==> src/rtl/shift_serializer_pkg.sv <==
// shift_serializer_pkg: shared FSM state type for the serializer
package shift_serializer_pkg;
  typedef enum logic {IDLE, SHIFT} state_t;
endpackage

==> src/rtl/shift_serializer.sv <==
// shift_serializer: parallel word to LSB-first lane serializer with beat strobe and underrun detect
// Ports: clk/reset (sync, active-high); enable beat strobe; in_valid/in_ready/in_data/in_last word input;
//        out_valid/out_data/out_last beat output; underrun one-cycle pulse when a frame starves.
module shift_serializer
  import shift_serializer_pkg::*;
#(
  parameter int DATAW = 8,
  parameter int LANEW = 2,
  parameter int BEATS = DATAW / LANEW,
  parameter int BEATW = (BEATS > 1) ? $clog2(BEATS) : 1
) (
  input  logic             clk,
  input  logic             reset,
  input  logic             enable,
  input  logic             in_valid,
  output logic             in_ready,
  input  logic [DATAW-1:0] in_data,
  input  logic             in_last,
  output logic             out_valid,
  output logic [LANEW-1:0] out_data,
  output logic             out_last,
  output logic             underrun
);
  if (DATAW % LANEW != 0) begin : g_bad_width
    $error("shift_serializer: DATAW must be a multiple of LANEW");
  end
  localparam logic [BEATW-1:0] LAST_BEAT = BEATW'(BEATS - 1);
  state_t           r_state;
  logic [DATAW-1:0] r_sreg;
  logic [BEATW-1:0] r_beat;
  logic             r_word_last;
  logic             r_underrun;
  logic             w_at_end;
  logic             w_accept;
  // final beat is being consumed this cycle; the slot is free for the next word
  assign w_at_end  = r_state == SHIFT && r_beat == LAST_BEAT && enable;
  assign in_ready  = !reset && (r_state == IDLE || w_at_end);
  assign w_accept  = in_valid && in_ready;
  assign out_valid = r_state == SHIFT;
  assign out_data  = r_sreg[LANEW-1:0];
  assign out_last  = out_valid && r_word_last && r_beat == LAST_BEAT;
  assign underrun  = r_underrun;
  always_ff @(posedge clk) begin
    if (reset) begin
      r_state     <= IDLE;
      r_sreg      <= '0;
      r_beat      <= '0;
      r_word_last <= 1'b0;
      r_underrun  <= 1'b0;
    end else begin
      r_underrun <= 1'b0;
      if (w_accept) begin
        r_state     <= SHIFT;
        r_sreg      <= in_data;
        r_beat      <= '0;
        r_word_last <= in_last;
      end else if (w_at_end) begin
        // starving after a non-final word means the frame was cut short
        r_state     <= IDLE;
        r_sreg      <= '0;
        r_beat      <= '0;
        r_word_last <= 1'b0;
        r_underrun  <= !r_word_last;
      end else if (r_state == SHIFT && enable) begin
        r_sreg <= r_sreg >> LANEW;
        r_beat <= r_beat + 1'b1;
      end
    end
  end
endmodule

==> config.mk <==
export PLATFORM = sky130hd
export DESIGN_NAME = shift_serializer
export DESIGN_NICKNAME = d
export VERILOG_FILES = /design/src/rtl/shift_serializer_pkg.sv /design/src/rtl/shift_serializer.sv
export SDC_FILE = /design/constraint.sdc
export NUM_CORES = 1
export LEC_CHECK = 0
export CAP_MARGIN = 25
export CORE_MARGIN = 5
export CORE_UTILIZATION = 45
export CTS_CLUSTER_DIAMETER = 60
export CTS_CLUSTER_SIZE = 16
export DETAILED_ROUTE_END_ITERATION = 7
export PLACE_DENSITY_LB_ADDON = 0.1
export SLEW_MARGIN = 20
export SYNTH_ARGS = -nofsm -noshare
export SYNTH_HDL_FRONTEND = slang
export SYNTH_SLANG_ARGS = --single-unit
==> constraint.sdc <==
create_clock -name clk -period 3.1 [get_ports clk]
set_input_delay 0.62 -clock clk [delete_from_list [all_inputs] [get_ports clk]]
set_output_delay 0.62 -clock clk [all_outputs]
set_load 0.02 [all_outputs]
==> impl_metrics.json, run 1 <==
{
  "seq_area_um2": 260,
  "routed_wl_um": 1440,
  "fin_crit_ps": 2540,
  "worstMarginPinSlew_ps": 588,
  "drtIter0Drc": 11,
  "yosys_warnings": 0,
  "fin_nets": 96,
  "utilization_pct": 58.8,
  "critical_path_required_ps": 2480,
  "yosys.area_share.adder_pct": 1.82,
  "start_util_pct": 46.6,
  "vias": 555,
  "cp_data_arrival_time_ps": 1920,
  "ys_types": 23,
  "max_clock_freq_mhz": 393,
  "hp-class": "reg2reg",
  "p_leak_nw": 0.353,
  "io_buffer_count": 18,
  "whs_ps": 454,
  "power.density_mw_per_mm2": 418,
  "p_int_mw": 0.267,
  "setup_viol": 0,
  "hold_buffers": 0,
  "critPathBufInv": 2,
  "drv_slew": 0,
  "slowest_delay_ps": 610,
  "place_congestion": 0.717,
  "path_clk_slew_ps": 70,
  "cp-start-kind": "input port",
  "total_power_mw": 0.361,
  "rows": 14,
  "status": "completed",
  "yosysSeqAreaShare_pct": 38.0,
  "synth-main-ff-cell": "dfxtp_1",
  "synth_top_family_by_area": "compound AO/OA/AOI/OAI gates",
  "synth-async-reset-ratio_pct": 0,
  "ios": 19,
  "yosys-top-cells-area": "dfxtp_1, and4b_2, a311oi_1, a221oi_2, buf_6",
  "worst_skew_pair.late_latency_ps": 280,
  "relSlewSlack_pct": 60.7,
  "tns_ps": 0,
  "grt_pass1_vias": 567,
  "path_delay_family": "buffers and inverters",
  "maxCapViolations": 0,
  "synth_compound_gate_area_share_pct": 27.4,
  "grt_pass1_wl_um": 2510,
  "crit_type": "in2out",
  "drive_above_1_share_pct": 21.0,
  "cp_max_fo": 2,
  "synth_area_per_cell_um2": 10.5,
  "cp-end-kind": "output port",
  "coreArea_mm2": 0.00147,
  "cts.repair.resized": 0,
  "die_h_um": 49.0,
  "rsz0062_at_grt": "false",
  "multiInputGateArea_um2": 333,
  "yosys.area_share.simple_pct": 16.4,
  "synth_top_area_cell": "dfxtp_1",
  "pwr-share-seq_pct": 51.4,
  "antenna_left": 0,
  "critPathSlowestCell": "clkdlybuf4s50_1",
  "synth_nets": 79,
  "clock_path_buffers": 2,
  "synthCells": 65,
  "drc_errors": 0,
  "dp_hpwl_um": 989,
  "die_area_mm2": 0.00240,
  "synth_top_cell_area_share_pct": 38.0,
  "ir_drop_v": 0.000284,
  "fin_worst_skew_ps": 3.26,
  "grt_use_total_pct": 13.3,
  "clkPwrFrac_pct": 29.0,
  "synth_seq_cells": 13,
  "cts_tree": "done",
  "cts_htree_levels": 1,
  "via_per_inst": 5.72,
  "overflow": 0,
  "num_antenna_cells": 0,
  "syn_area_um2": 686,
  "antenna_found_initial": 0,
  "cts.sinks": 13,
  "die_x_um": 49.0,
  "wire_per_inst_um": 14.9,
  "switching_share_pct": 26.0,
  "synth-edff-count": 0,
  "grt_start_max_net_pins": 16,
  "worstPathCellList": "clkdlybuf4s50_1 -> a21boi_0 -> nor2_1 -> clkdlybuf4s50_1",
  "post_cts_buffers": 0,
  "syn2layout_area_growth_pct": 26.1,
  "cts_root_buf": "clkbuf_4",
  "drtPass1Iterations": 3,
  "hold_violations": 0,
  "power_switching_mw": 0.0939,
  "period_share_pct": 82.0,
  "combPwrFrac_pct": 19.6,
  "cts_buffers": 3,
  "synthMuxAreaShare_pct": 1.64,
  "crit_path_frequent_cell": "clkdlybuf4s50_1",
  "dpl_cell_area_um2": 838,
  "final_area_um2": 865,
  "n_fill_cell": 143,
  "synth_xor_area_share_pct": 1.28
}
==> cell families (layout without fill, tap and decap cells) <==
family,count (synthesis),in the layout
AOI/OAI and AO/OA,19,19
xor gates and xnor gates,1,1
adders and majority gates,1,1
buffers and inverters,16,32
DFF,13,13
muxes,1,1
and+or+nand+nor,14,14
==> through the flow <==
stage,std cells,setup WS (ps)
after detailed placement,93,558
final,97,559
after global placement,93,577
after floorplan,65,1370
after global routing,97,499
after CTS,97,557
==> final timing paths <==
check / cells after the start / endpoint / startpoint / slack [ps]
setup / recovery: 4 / in_ready / enable / 560
hold / removal: 1 / underrun / r_word_last / 450
setup reg to reg: 4 / r_sreg[2] / r_beat[0] / 1620
hold reg to reg: 1 / underrun / r_word_last / 450
==> power by group through the flow <==
stage | sequential, mW | combinational [mW] | clock [mW]
6_report | 0.186 | 0.0708 | 0.105
5_1_grt | 0.187 | 0.0777 | 0.120
2_1_floorplan | 0.187 | 0.0470 | 0
4_1_cts | 0.186 | 0.0713 | 0.110
3_3_place_gp | 0.189 | 0.0699 | 0
3_5_place_dp | 0.190 | 0.0709 | 0
==> registers in the layout, summed over array words and instances, names as in the netlist <==
signal	flops
r_word_last	1
r_beat	2
underrun	1
out_valid	1
r_sreg	8
==> per-layer routing <==
metal	track usage (%)	vias up	part of all wire (%)	wire, um
li1	-	286	-	-
met1	15.6	253	43	627
met5	0	-	0	0
met2	20.9	14	48	686
met4	5.38	0	1.5	22
met3	6.12	2	7.3	105
==> cell type report <==
cell class | count | area share, %
clock buffers | 4 | 3.04
flip-flops and latches | 13 | 30.1
repair buffers | 20 | 22.6
well taps | 16 | 2.32
multi-input cells | 36 | 38.5
inverters | 8 | 3.47
==> Yosys cell counts, types with 2 or more instances <==
cell	instances
dfxtp_1	13
inv_1	8
a311oi_1	6
and4b_2	6
a221oi_1	3
a221oi_2	3
a32o_1	3
and3_1	3
buf_6	3
a21oi_1	2
buf_2	2
buf_4	2
==> placed cells by master, fill, tap and decap left out, types with 2 or more instances in the layout <==
cell,count
a221oi_1,3
and4b_2,6
inv_1,8
and3_1,3
a221oi_2,3
clkbuf_4,3
a21oi_1,2
a32o_1,3
a311oi_1,6
dfxtp_1,13
clkdlybuf4s50_1,18
buf_4,2
No activity file was read; power rests on OpenSTA's default activity.
==> run 2, diff against run 1 <==
Settings changed: CORE_UTILIZATION 45 to 41.
Clock period 3.1 ns to 2 ns, I/O delays scaled along.
==> impl_metrics.json, run 2 (synthesis results as in run 1) <==
{
  "status": "completed",
  "hold_violations": 0,
  "reg_top3": "r_sreg: 8 flops, r_beat: 2 flops",
  "drive_above_1_share_pct": 26.4,
  "power.density_mw_per_mm2": 624,
  "dpl_cell_area_um2": 883,
  "syn2layout_area_growth_pct": 32.3,
  "worstMarginPinSlew_ps": 356,
  "rsz0062_at_grt": "false",
  "routed_wl_um": 1510,
  "die_area_mm2": 0.00259,
  "place_congestion": 0.666,
  "path_clk_slew_ps": 80,
  "setup_viol": 0,
  "num_antenna_cells": 0,
  "ios": 19,
  "min_path_cells": 1,
  "timing.rr.start": "r_beat[0]",
  "cp_data_arrival_time_ps": 1430,
  "whs_ps": 455,
  "die_x_um": 50.9,
  "cts_tree": "done",
  "grt_pass1_wl_um": 2570,
  "cp-start-kind": "flop",
  "hp-class": "reg2reg",
  "tns_ps": 0,
  "cts_root_buf": "clkbuf_4",
  "vias": 596,
  "pre_cts_ws_ps": -85.6,
  "critical_path_required_ps": 1600,
  "top_register": "r_sreg",
  "cp_max_fo": 3,
  "n_fill_cell": 152,
  "crit_path_start": "r_beat[0]",
  "min_from": "r_word_last",
  "final_area_um2": 907,
  "clock_path_buffers": 2,
  "reg2reg_to": "r_sreg[0]",
  "hold_buffers": 0,
  "antenna_left": 0,
  "maxCapViolations": 0,
  "io_buffer_count": 18,
  "utilization_pct": 58.8,
  "cts_buffers": 3,
  "grt_pass1_vias": 576,
  "relSlewSlack_pct": 76.1,
  "drtIter0Drc": 7,
  "dp_cells": 99,
  "p_leak_nw": 0.390,
  "coreArea_mm2": 0.00154,
  "min_to": "underrun",
  "final_cell_mix": "clkdlybuf4s50_1, dfxtp_1, inv_1, buf_4",
  "fin_ws_ps": 169,
  "rows": 14,
  "grt_use_total_pct": 12.9,
  "drtPass1Iterations": 4,
  "period_share_pct": 91.5,
  "via_per_inst": 5.79,
  "max_clock_freq_mhz": 546,
  "start_util_pct": 44.5,
  "antenna_found_initial": 0,
  "cp-end-kind": "output port",
  "fin_nets": 102,
  "overflow": 0,
  "layout_commonest_cell": "clkdlybuf4s50_1",
  "wire_per_inst_um": 14.7,
  "fin_crit_ps": 1830,
  "cts.sinks": 13,
  "dp_hpwl_um": 1100,
  "fin_cells": 103,
  "reg2reg_depth": 5,
  "ir_drop_v": 0.000400,
  "rrSetupSlack_ps": 480,
  "largest_register_ffs": 8,
  "grt_start_max_net_pins": 14,
  "fin_worst_skew_ps": 4.05,
  "worst_skew_pair.late_latency_ps": 270,
  "die_h_um": 50.9,
  "total_power_mw": 0.566,
  "drc_errors": 0,
  "cts_htree_levels": 1,
  "crit_type": "reg2out",
  "drv_slew": 0
}
-- run 2: layer usage --
layer	GRT usage, %	routed length, um	up-vias
met5	0	0	-
met4	7.66	19	0
met3	4.07	70	2
met2	19.2	698	11
met1	16.2	724	285
li1	-	-	298
-- run 2: layout make-up --
type	count	area (um^2)	share of cell area [%]
repair buffers	26	238	26.2
well taps	16	20.0	2.21
clock buffers	4	26.3	2.90
inverters	8	30.0	3.31
flip-flops and latches	13	260	28.7
multi-input cells	36	333	36.7
-- run 2: repair_timing --
action | in CTS | in global routing
gates resized for setup | 2 | 0
setup endpoints to repair | 2 | 0
setup buffers | 0 | 0
-- run 2: worst max-delay path, cell delays in order (launching register included) --
cell           delay (ps)
dfxtp_1               330
ha_1                  230
a21boi_0              220
nor2_1                 60
dlygate4sd2_1         320
-- run 2: power breakdown --
part           internal (mW)  switching (mW)
Combinational         0.0680          0.0512
Sequential             0.275          0.0112
Clock                 0.0772          0.0836
-- run 2: how the worst max path moves through the flow --
stage / end / slack, ps / cells past startpoint
floorplan: in_ready / 560 / 3
global placement: in_ready / -60 / 4
detailed placement: in_ready / -90 / 4
CTS: in_ready / 140 / 4
global route: in_ready / 3 / 4
finish: in_ready / 170 / 4
